`src/rtl/uart_pkg.sv`:
```
// Shared definitions for the UART transmit and receive paths: state encoding,
// baud divider arithmetic and counter sizing.
package uart_pkg;

    typedef logic [1:0] state_t;

    localparam state_t IDLE  = 2'd0;
    localparam state_t START = 2'd1;
    localparam state_t DATA  = 2'd2;
    localparam state_t STOP  = 2'd3;

    // Clock cycles per bit; integer truncation is intentional.
    function automatic int unsigned calc_div(input int unsigned clk_freq,
                                             input int unsigned baud);
        return clk_freq / baud;
    endfunction

    // Width of a counter that spans 0..div-1 (never less than one bit).
    function automatic int unsigned cnt_width(input int unsigned div);
        return (div > 1) ? $clog2(div) : 1;
    endfunction

    localparam int unsigned DEF_DIV   = calc_div(100_000_000, 9600);
    localparam int unsigned DEF_CNT_W = cnt_width(DEF_DIV);

endpackage

```
`src/rtl/baud_tick_gen.sv`:
```
// Baud-rate tick generator: one-cycle tick every DIV clocks while clear is low.
// Holding clear restarts the bit period from zero.
module baud_tick_gen
    import uart_pkg::*;
#(
    parameter int unsigned DIV   = DEF_DIV,
    parameter int unsigned CNT_W = DEF_CNT_W
) (
    input  logic clk,
    input  logic reset_p,
    input  logic clear,
    output logic tick
);

    localparam logic [CNT_W-1:0] LAST = CNT_W'(DIV - 1);

    logic [CNT_W-1:0] cnt_q, cnt_d;

    assign tick = !clear && (cnt_q == LAST);

    // Count up, wrapping on each tick and restarting when cleared.
    always_comb begin
        cnt_d = cnt_q + 1'b1;
        if (clear || tick) begin
            cnt_d = '0;
        end
    end

    // Counter register.
    always_ff @(posedge clk or posedge reset_p) begin
        if (reset_p) begin
            cnt_q <= '0;
        end else begin
            cnt_q <= cnt_d;
        end
    end

endmodule

```
`src/rtl/uart_tx_piso.sv`:
```
// 8N1 UART transmitter: accepts a parallel word on a start/idle handshake and
// shifts it out LSB-first behind a start bit and ahead of a stop bit.
module uart_tx_piso
    import uart_pkg::*;
#(
    parameter int unsigned CLK_FREQ  = 100_000_000,
    parameter int unsigned BAUD      = 9600,
    parameter int unsigned DATA_BITS = 8
) (
    input  logic                 clk,
    input  logic                 reset_p,
    input  logic                 tx_start,
    input  logic [DATA_BITS-1:0] tx_data,
    output logic                 tx,
    output logic                 busy,
    output logic                 tx_done
);

    localparam int unsigned DIV   = calc_div(CLK_FREQ, BAUD);
    localparam int unsigned CNT_W = cnt_width(DIV);
    localparam int unsigned IDX_W = (DATA_BITS > 1) ? $clog2(DATA_BITS) : 1;
    localparam logic [IDX_W-1:0] LAST_IDX = IDX_W'(DATA_BITS - 1);

    state_t               state_q, state_d;
    logic [DATA_BITS-1:0] shift_q, shift_d;
    logic [IDX_W-1:0]     idx_q, idx_d;
    logic                 tx_q, tx_d;
    logic                 busy_q, busy_d;
    logic                 done_q, done_d;
    logic                 tick;
    logic                 clear;

    // Counter is parked at zero while idle so the start bit gets a full period
    // from the accept edge; every other state entry coincides with a wrap.
    assign clear = (state_q == IDLE);

    baud_tick_gen #(
        .DIV   (DIV),
        .CNT_W (CNT_W)
    ) u_baud_tick_gen (
        .clk     (clk),
        .reset_p (reset_p),
        .clear   (clear),
        .tick    (tick)
    );

    // State, datapath and registered outputs.
    always_ff @(posedge clk or posedge reset_p) begin
        if (reset_p) begin
            state_q <= IDLE;
            shift_q <= '0;
            idx_q   <= '0;
            tx_q    <= 1'b1;
            busy_q  <= 1'b0;
            done_q  <= 1'b0;
        end else begin
            state_q <= state_d;
            shift_q <= shift_d;
            idx_q   <= idx_d;
            tx_q    <= tx_d;
            busy_q  <= busy_d;
            done_q  <= done_d;
        end
    end

    // Next-state and shift-register update.
    always_comb begin
        state_d = state_q;
        shift_d = shift_q;
        idx_d   = idx_q;
        case (state_q)
            IDLE: begin
                if (tx_start) begin
                    shift_d = tx_data;
                    state_d = START;
                end
            end
            START: begin
                if (tick) begin
                    idx_d   = '0;
                    state_d = DATA;
                end
            end
            DATA: begin
                if (tick) begin
                    shift_d = shift_q >> 1;
                    idx_d   = idx_q + 1'b1;
                    if (idx_q == LAST_IDX) begin
                        state_d = STOP;
                    end
                end
            end
            STOP: begin
                // A request already pending at the stop tick is taken on this
                // edge, so the next start bit overlaps the tx_done pulse.
                if (tick) begin
                    if (tx_start) begin
                        shift_d = tx_data;
                        state_d = START;
                    end else begin
                        state_d = IDLE;
                    end
                end
            end
            default: state_d = IDLE;
        endcase
    end

    // Output values for the next cycle, derived from the next state.
    always_comb begin
        tx_d   = 1'b1;
        busy_d = (state_d != IDLE);
        done_d = (state_q == STOP) && tick;
        case (state_d)
            IDLE:    tx_d = 1'b1;
            START:   tx_d = 1'b0;
            DATA:    tx_d = shift_d[0];
            STOP:    tx_d = 1'b1;
            default: tx_d = 1'b1;
        endcase
    end

    assign tx      = tx_q;
    assign busy    = busy_q;
    assign tx_done = done_q;

endmodule

```
`config.mk`:
```
export PLATFORM = sky130hd
export DESIGN_NAME = uart_tx_piso
export DESIGN_NICKNAME = d
export VERILOG_FILES = /design/src/rtl/uart_pkg.sv /design/src/rtl/baud_tick_gen.sv /design/src/rtl/uart_tx_piso.sv
export SDC_FILE = /design/constraint.sdc
export NUM_CORES = 1
export LEC_CHECK = 0
export ABC_AREA = 1
export CAP_MARGIN = 40
export CORE_ASPECT_RATIO = 1.1
export CORE_MARGIN = 2
export CORE_UTILIZATION = 45
export CTS_CLUSTER_DIAMETER = 80
export DETAILED_ROUTE_END_ITERATION = 8
export HOLD_SLACK_MARGIN = 0.03
export PLACE_DENSITY = 0.7
export RECOVER_POWER = 50
export SLEW_MARGIN = 40
export SYNTH_ARGS = -nofsm -noshare
export SYNTH_HDL_FRONTEND = slang
export SYNTH_SLANG_ARGS = --single-unit
```
`constraint.sdc`:
```
create_clock -name clk -period 2.35 [get_ports clk]
set_input_delay 0.47 -clock clk [delete_from_list [all_inputs] [get_ports clk]]
set_output_delay 0.47 -clock clk [all_outputs]
set_load 0.01 [all_outputs]
```
==> metrics.txt, run 1 <==
GRT overflow=0; # diodes=0; Synth area leaders=dfrtp_1 (44%), nand2_1 (8.8%), nor2_1 (6.3%), inv_1 (5.9%), o311ai_2 (5.9%); TritonCTS buffer count=5; synth warn=0; post-synthesis adder-cell area fraction=4.521%; Starting Density=46.16%; Root Buffer=clkbuf_8; largest net degree at the start of global routing=31; worst-margin pin slew=739.9 ps; Synth Area in XOR/XNOR=1.055%; Hold Fails Final Rpt=0; nets=231; CP max stage delay=390 ps; worst vdd ir=0.3927 mV; synth unique cells=29; crit path capture type=register; Die Y=67.71 um; FP Rows=23; # hold bufs at CTS=0; WP buf/inv=0; Post-Synth Simple-Gate Area=28.94%; area of the core=0.003597 mm2; layout cells sized above 1=15.81%; CP Data Arrival Time=2190 ps; Ports=14; RSZ-0062 raised after global routing=false; FMAX=503.7 MHz; initial drt markers=43; Worst-Skew Late Latency=280 ps; status=finished, final reports clean; Worst Skew=4.958 ps; Worst Path Required=2550 ps; WL final=2948 um; Hold Crit Class=register to register; Mapped Cells=192; Total Power=0.0009764 W; post-synthesis mux area share=0%; startpoint class of the critical path=register; Post-CTS Resized=0; #FFs+latches synth=30; main combinational cell family by area after synthesis=simple AND/OR/NAND/NOR gates; antenna violations before repair=0; dpl cell area=0.001872 mm2; power per cell area=499.0 mW/mm2; drc violations=0; critical path's slowest cell=dfrtp_1; Total GRT Usage=17.63%; Layout area overhead=17.86%; first drt pass iteration count=3; Pins Over Slew Limit=0; Die X=61.92 um; Final Util=54.40%; post-DR wirelength/cell=11.12 um; Crit Path Class=register to register; post-DR vias/cell=4.838; clock slew at reported path FFs=60 ps; Crit path max-delay family=simple AND/OR/NAND/NOR gates; CTS Sinks=30; Compound-Gate Fraction of Synth Area=13.41%; full die area=0.004192 mm2; DR vias=1282; Critical Path, Cell by Cell=ha_1 > nand3_2 > nor2_1 > nand2_1 > nand2_1 > o21ai_0 > a21oi_2 > ha_1 > a21oi_1; Setup Viol. Count Final=0; cell area after synthesis=0.001660 mm2; Seq/Total Area, Yosys=45.29%; Final TNS setup=0 ps; cell taking the most area after synthesis=dfrtp_1; antenna-violating nets left=0; vias in the first global route=1256; Max Cap Viol=0; max_slew headroom=50.67%; commonest cells after routing, fill and taps aside=nand2_1 (40), dfrtp_1 (29), nor2_1 (28); htree depth=2; crit path max fanout=5; GPL Wtd Cong=0.7677; clk buf depth=2; DP HPWL=2177 um; first-pass GRT wire length=5326 um; setup repair bufs after CTS=0; Syn Area/Cell=8.648 um2; IO buf count=13; most common cell after layout, fill and taps aside=nand2_1; r2r setup slk=360 ps; Synth top area share=43.71%; syn nets=209; period utilization=84.48%; fin crit period=1985 ps; Leakage=0.9394 nW; TritonCTS clock tree=yes; Final Cell Area=0.001957 mm2
-- flip-flops by register name (all words and copies together), names as in the netlist --
register,flops
u_baud_tick_gen.cnt_q,14
tx,1
shift_q,8
idx_q,3
busy,1
tx_done,1
state_q,2
-- metrics by stage --
step | std cells | hold WS [ps] | setup slack (ps)
3_5_place_dp | 257 | 484.9 | 411.5
4_1_cts | 265 | 496.2 | 393.1
2_1_floorplan | 192 | 450.7 | 596.4
6_report | 265 | 490.3 | 364.8
5_1_grt | 265 | 513.3 | 136.4
3_3_place_gp | 257 | 470.1 | 490.5
-- worst register-to-register path: cells and delay by family, from the launching register on --
family / cells / cell delay (ps)
simple gates: 4 / 610
compound gates: 3 / 440
fa+ha+maj: 2 / 470
flops: 1 / 390
-- power by group --
group	internal, W	leakage (nW)	switching (W)
combinational	0.0000193	0.537	0.0000203
clock	0.000238	0.0455	0.000181
sequential	0.000518	0.357	0.000000392
total	0.000775	0.939	0.000201
-- cells in the mapped netlist --
cell type	count
inv_1	26
o21a_1	2
o311ai_2	6
ha_1	6
a21oi_2	1
xor2_1	1
nand2_2	3
nor4_1	1
nor2_2	3
a21oi_1	9
dfrtp_1	29
nor3_1	4
clkbuf_1	1
a221oi_1	1
nand2_1	39
nand3_4	1
and2_1	1
inv_2	2
clkinv_1	1
nand3_2	5
nor3_4	1
a22o_1	2
xnor2_1	1
nand3_1	8
nand2_4	2
nor2_1	28
o21ai_0	6
dfstp_2	1
nand4_2	1
-- layer usage --
metal,GRT usage (%),wire [um],vias up
met5,0,0,-
met4,10.11,68,0
met3,4.598,82,4
met2,27.24,1422,14
met1,21.97,1374,598
li1,-,-,666
-- worst paths after layout --
check | cells past startpoint | end | start
setup / recovery | 9 | tx | u_baud_tick_gen.cnt_q[0]
setup reg to reg | 9 | tx | u_baud_tick_gen.cnt_q[0]
hold reg to reg | 2 | shift_q[6] | shift_q[7]
max in group asynchronous | 3 | idx_q[2] | reset_p
min in group asynchronous | 3 | shift_q[3] | reset_p
hold / removal | 2 | shift_q[6] | shift_q[7]
-- cells by family (layout without fill, tap and decap cells) --
group	count (synthesis)	count (layout)
compound gates	27	27
flops	30	30
xor+xnor	2	2
buf+inv	30	53
fa+ha+maj	6	6
simple gates	97	97
-- cell type report --
class / instances / area [um2]
fill: 359 / 1640
inverter: 29 / 108.9
sequential: 30 / 752.0
multi-input combinational: 132 / 793.3
clock buffer: 8 / 90.09
timing repair buffer: 16 / 150.1
tap: 50 / 62.56
(Power assumes the default switching activity.)
==> run 2: changes to the inputs <==
PLACE_DENSITY = 0.72   (was 0.7)
clock period = 1.7 ns   (was 2.35 ns; I/O delays follow)
==> run 2 against run 1 <==
  * Clock-buffer cell count unchanged
  * Clock power rose by 60%
  * Non-clock buffer count is 23 higher
  * Critical path depth decreased by 8
  * Setup slack worse by 320 ps
  * Critical path type is now register to output pin
==> metrics.txt, run 2 (synthesized netlist as in run 1, its figures left out) <==
first-pass GRT wire length=5775 um (+8.4%); Root Buffer=clkbuf_8; GPL Wtd Cong=0.7611 (-0.86%); Pins Over Slew Limit=0 (unchanged); GRT overflow=0 (unchanged); vias in the first global route=1409 (+12%); RSZ-0062 raised after global routing=true; critical path's slowest cell=dfstp_2; status=finished, final reports clean; Hold Fails Final Rpt=0 (unchanged); Max Cap Viol=0 (unchanged); WL final=3485 um (+18%); clk buf depth=2 (unchanged); Placed Instances=273 (+6.2%); final setup margin=43.49 ps (-321.3 ps); Largest regs=u_baud_tick_gen.cnt_q: 14 flops, shift_q: 8 flops, idx_q: 3 flops; htree depth=2 (unchanged); initial drt markers=40 (-7.0%); drc violations=0 (unchanged); Setup Viol. Count Final=0 (unchanged); WP buf/inv=1 (+1); Top reg by flops=u_baud_tick_gen.cnt_q; post-DR vias/cell=4.931 (+1.9%); TritonCTS buffer count=5 (unchanged); most common cell after layout, fill and taps aside=nand2_1; layout cells sized above 1=30.25% (+14 points); Crit Path Class=register to output pin; post-DR wirelength/cell=12.10 um (+8.8%); period utilization=97.44%; Critical Path, Cell by Cell=clkdlybuf4s50_1; CP Data Arrival Time=1320 ps (-870 ps); antenna-violating nets left=0 (unchanged); IO buf count=13 (unchanged); Largest register FFs=14 (unchanged); Post-Place Setup Slack=-46.84 ps (-458.3 ps); Starting Density=46.16% (unchanged); Total GRT Usage=19.03% (+1.4 points); DP HPWL=2441 um (+12%); Die Y=67.71 um (unchanged); hold_ws=503.2 ps (+12.86 ps); Hold Crit Class=register to register; FP Rows=23 (unchanged); max_slew headroom=49.48% (-1.2 points); CTS Sinks=30 (unchanged); commonest cells after routing, fill and taps aside=nand2_1 (36), dfrtp_1 (29), inv_1 (25), buf_4 (25), nor2_1 (24); Layout area overhead=34.14%; # hold bufs at CTS=0 (unchanged); FMAX=603.7 MHz; CP max stage delay=520 ps (+130 ps); worst vdd ir=0.4992 mV (+27%); antenna violations before repair=0 (unchanged); Worst Path Required=1360 ps (-1190 ps); dpl cell area=0.001997 mm2 (+6.7%); DR vias=1420 (+11%); startpoint class of the critical path=register; area of the core=0.003597 mm2 (unchanged); clock slew at reported path FFs=60 ps (about the same); # diodes=0 (unchanged); Worst-Skew Late Latency=280 ps (about the same); Final Cell Area=0.002227 mm2 (+14%); power per cell area=647.5 mW/mm2 (+30%); largest net degree at the start of global routing=31 (unchanged); Worst Skew=3.211 ps (-1.747 ps); nets=254 (+10%); Ports=14 (unchanged); TritonCTS clock tree=yes; Die X=61.92 um (unchanged); crit path capture type=output pin; first drt pass iteration count=4 (+1); full die area=0.004192 mm2 (unchanged); Final TNS setup=0 ps (unchanged); crit path max fanout=1 (-4); worst-margin pin slew=757.8 ps (+17.88 ps); Crit path max-delay family=flip-flops; fin crit period=1657 ps; Final Non-Filler Cells=288 (+8.7%); Leakage=1.079 nW (+15%)
[run 2: path summary, 6_finish.rpt]
kind	slack [ps]	cells past startpoint	to	startpoint
max	40	1	tx	tx
min	500	1	idx_q[0]	idx_q[0]
max reg2reg	70	10	tx	u_baud_tick_gen.cnt_q[0]
min reg2reg	500	1	idx_q[0]	idx_q[0]
max in group asynchronous	510	3	busy	reset_p
min in group asynchronous	710	3	shift_q[3]	reset_p
[run 2: layout make-up]
| type | count | area, um2 |
|---|---|---|
| multi-input cells | 132 | 870.8 |
| inverters | 29 | 108.9 |
| fillers | 306 | 1370 |
| clock buffers | 8 | 110.1 |
| repair buffers | 39 | 322.8 |
| flip-flops and latches | 30 | 752.0 |
| well taps | 50 | 62.56 |
[run 2: metrics by stage]
step	utilization, %	total power (W)
floorplan	-	0.0007512
global placement	55.51	0.0007862
detailed placement	55.51	0.0007867
CTS	58.85	0.001472
global route	61.91	0.001496
finish	61.91	0.001442
[run 2: per-layer routing]
metal / vias up / GRT usage (%) / part of all wire (%)
met5: - / 0 / 0
met2: 19 / 31.58 / 51
met1: 676 / 21.90 / 43
met4: 0 / 10.64 / 3.2
li1: 715 / - / -
met3: 10 / 4.789 / 2.5
[run 2: repair_timing]
action	in CTS	in global routing
pin swaps	3	10
cloned	0	0
gates resized for setup	1	17
setup endpoints to repair	1	4
setup buffers	1	7
[run 2: where the power goes]
| part | internal [W] | switching [W] | leakage (nW) |
|---|---|---|---|
| clock | 0.000408 | 0.000262 | 0.0575 |
| combinational | 0.0000267 | 0.0000287 | 0.664 |
| sequential | 0.000715 | 0.000000623 | 0.357 |
==> run 3: changes to the inputs <==
PLACE_DENSITY = unset   (was 0.72)
PLACE_DENSITY_LB_ADDON = 0.15   (was unset)
==> run 3 against run 2 <==
  * Final cell count up 0.35%
  * Worst hold slack improved by 6.1 ps
  * Clock skew grew 4.4 ps
  * Maximum frequency is 2.4% lower
  * Clock-buffer cell count is 3 lower
  * Combinational power barely moved
  * Design area is 1.0% higher
  * Power fell by 8.4%
  * First-iteration DRC count up 90%
  * Largest cell class unchanged
  * Highest routed layer unchanged
==> metrics.txt, run 3 (synthesized netlist as in run 1, its figures left out) <==
status=finished, final reports clean; fin crit period=1698 ps (+41.51 ps); htree depth=2 (unchanged); max_slew headroom=49.47% (about the same); Crit Path Class=register to register; DP HPWL=2652 um (+8.6%); power per cell area=587.0 mW/mm2 (-9.3%); dpl cell area=0.001997 mm2 (unchanged); GRT overflow=0 (unchanged); vias in the first global route=1513 (+7.4%); clock slew at reported path FFs=70 ps (about the same); antenna violations before repair=0 (unchanged); CTS Sinks=30 (unchanged); Worst Path Required=1920 ps (+560 ps); CP Data Arrival Time=1920 ps (+600 ps); first drt pass iteration count=4 (unchanged); TritonCTS buffer count=5 (unchanged); period utilization=99.88% (+2.4 points); Hold Fails Final Rpt=0 (unchanged); Leakage=1.071 nW (-0.70%); # hold bufs at CTS=0 (unchanged); full die area=0.004192 mm2 (unchanged); Max Cap Viol=0 (unchanged); Crit path max-delay family=simple AND/OR/NAND/NOR gates; crit path max fanout=5 (+4); largest net degree at the start of global routing=31 (unchanged); area of the core=0.003597 mm2 (unchanged); IO buf count=13 (unchanged); drc violations=0 (unchanged); Worst Skew=7.612 ps (+4.401 ps); # diodes=0 (unchanged); worst-margin pin slew=757.9 ps (+0.1389 ps); most used cell, CP=inv_2; clk buf depth=2 (unchanged); Largest regs=u_baud_tick_gen.cnt_q: 14 flops, shift_q: 8 flops, idx_q: 3 flops; TritonCTS clock tree=yes; Pins Over Slew Limit=0 (unchanged); Final TNS setup=0 ps (unchanged); Worst-Skew Late Latency=290 ps (about the same); GR Util met3=4.598% (-0.19 points); antenna-violating nets left=0 (unchanged); Root Buffer=clkbuf_8; commonest cells after routing, fill and taps aside=nand2_1 (37), dfrtp_1 (29), buf_4 (27); Die X=61.92 um (unchanged); Starting Density=46.16% (unchanged); busiest layer in global routing=met2; Hold Crit Class=register to register; final setup margin=1.978 ps (-41.51 ps); Total Power=0.001321 W (-8.4%); met2 Use GR=36.05% (+4.5 points); initial drt markers=76 (+90%); Critical Path, Cell by Cell=inv_2 > nand2_1 > nor2_4 > nand2_4 > inv_2 > nand2_1 > nand2_2 > inv_2 > ha_1 > a21oi_2; Die Y=67.71 um (unchanged); Layout area overhead=35.49%; Setup Viol. Count Final=0 (unchanged); WL final=3762 um (+7.9%); startpoint class of the critical path=register; FP Rows=23 (unchanged); Total GRT Usage=20.74% (+1.7 points); Ports=14 (unchanged); Post-Place Setup Slack=-85.59 ps (-38.75 ps); Top reg by flops=u_baud_tick_gen.cnt_q; layout cells sized above 1=33.47% (+3.2 points); GPL Wtd Cong=0.8343 (+9.6%); post-DR wirelength/cell=13.02 um (+7.6%); post-DR vias/cell=5.128 (+4.0%); Largest register FFs=14 (unchanged); most common cell after layout, fill and taps aside=nand2_1; critical path's slowest cell=dfrtp_1; crit path capture type=register; worst vdd ir=0.5699 mV (+14%); Final Cell Area=0.002250 mm2 (+1.0%); met1 Use GR=24.16% (+2.3 points); hold_ws=509.3 ps (+6.114 ps); FMAX=588.9 MHz (-2.4%); CP max stage delay=420 ps (-100 ps); DR vias=1482 (+4.4%); WP buf/inv=3 (+2); nets=256 (+0.79%); RSZ-0062 raised after global routing=true; first-pass GRT wire length=6410 um (+11%)
[run 3: what timing repair did]
item,CTS,global route
endpoints found under the hold margin,0,0
buffers inserted,5,4
resized for setup,8,22
pin swaps,9,3
setup endpoints to repair,1,13
[run 3: cell type report]
type,count,area (um2)
Fill cell,304,1348
Timing Repair Buffer,41,337.8
Inverter,29,111.4
Sequential cell,30,752.0
Clock buffer,5,68.82
Multi-Input combinational cell,132,907.1
Tap cell,50,62.56
Clock inverter,2,10.01
[run 3: worst register-to-register path, delay by kind of cell (launching register included)]
family	cells	cell delay, ps
AOI/OAI and AO/OA	1	120
adders and majority gates	1	300
buffers and inverters	3	230
DFF	1	420
and+or+nand+nor	5	570
[run 3: final timing paths]
kind,end,depth (start not counted),startpoint,slack [ps]
worst max-delay path,tx,10,u_baud_tick_gen.cnt_q[4],2
worst min-delay path,shift_q[7],1,shift_q[7],510
worst max register to register,tx,10,u_baud_tick_gen.cnt_q[4],2
worst min register to register,shift_q[7],1,shift_q[7],510
max in group asynchronous,state_q[1],3,reset_p,510
min in group asynchronous,u_baud_tick_gen.cnt_q[12],3,reset_p,700
[run 3: power by group]
part	internal (W)	total [W]	switching [W]
logic	0.0000267	0.0000552	0.0000285
registers	0.000715	0.000716	0.000000639
clock network	0.000274	0.000549	0.000275
[run 3: metal layers]
layer | wire length [um] | vias up
met1 | 1516 | 719
met4 | 82 | 0
met5 | 0 | -
met3 | 167 | 8
li1 | - | 719
met2 | 1995 | 36
[run 3: per-stage QoR]
step | util, % | instances
floorplan | - | 192
global placement | 55.51 | 273
detailed placement | 55.51 | 273
CTS | 59.17 | 285
global route | 62.54 | 289
finish | 62.54 | 289
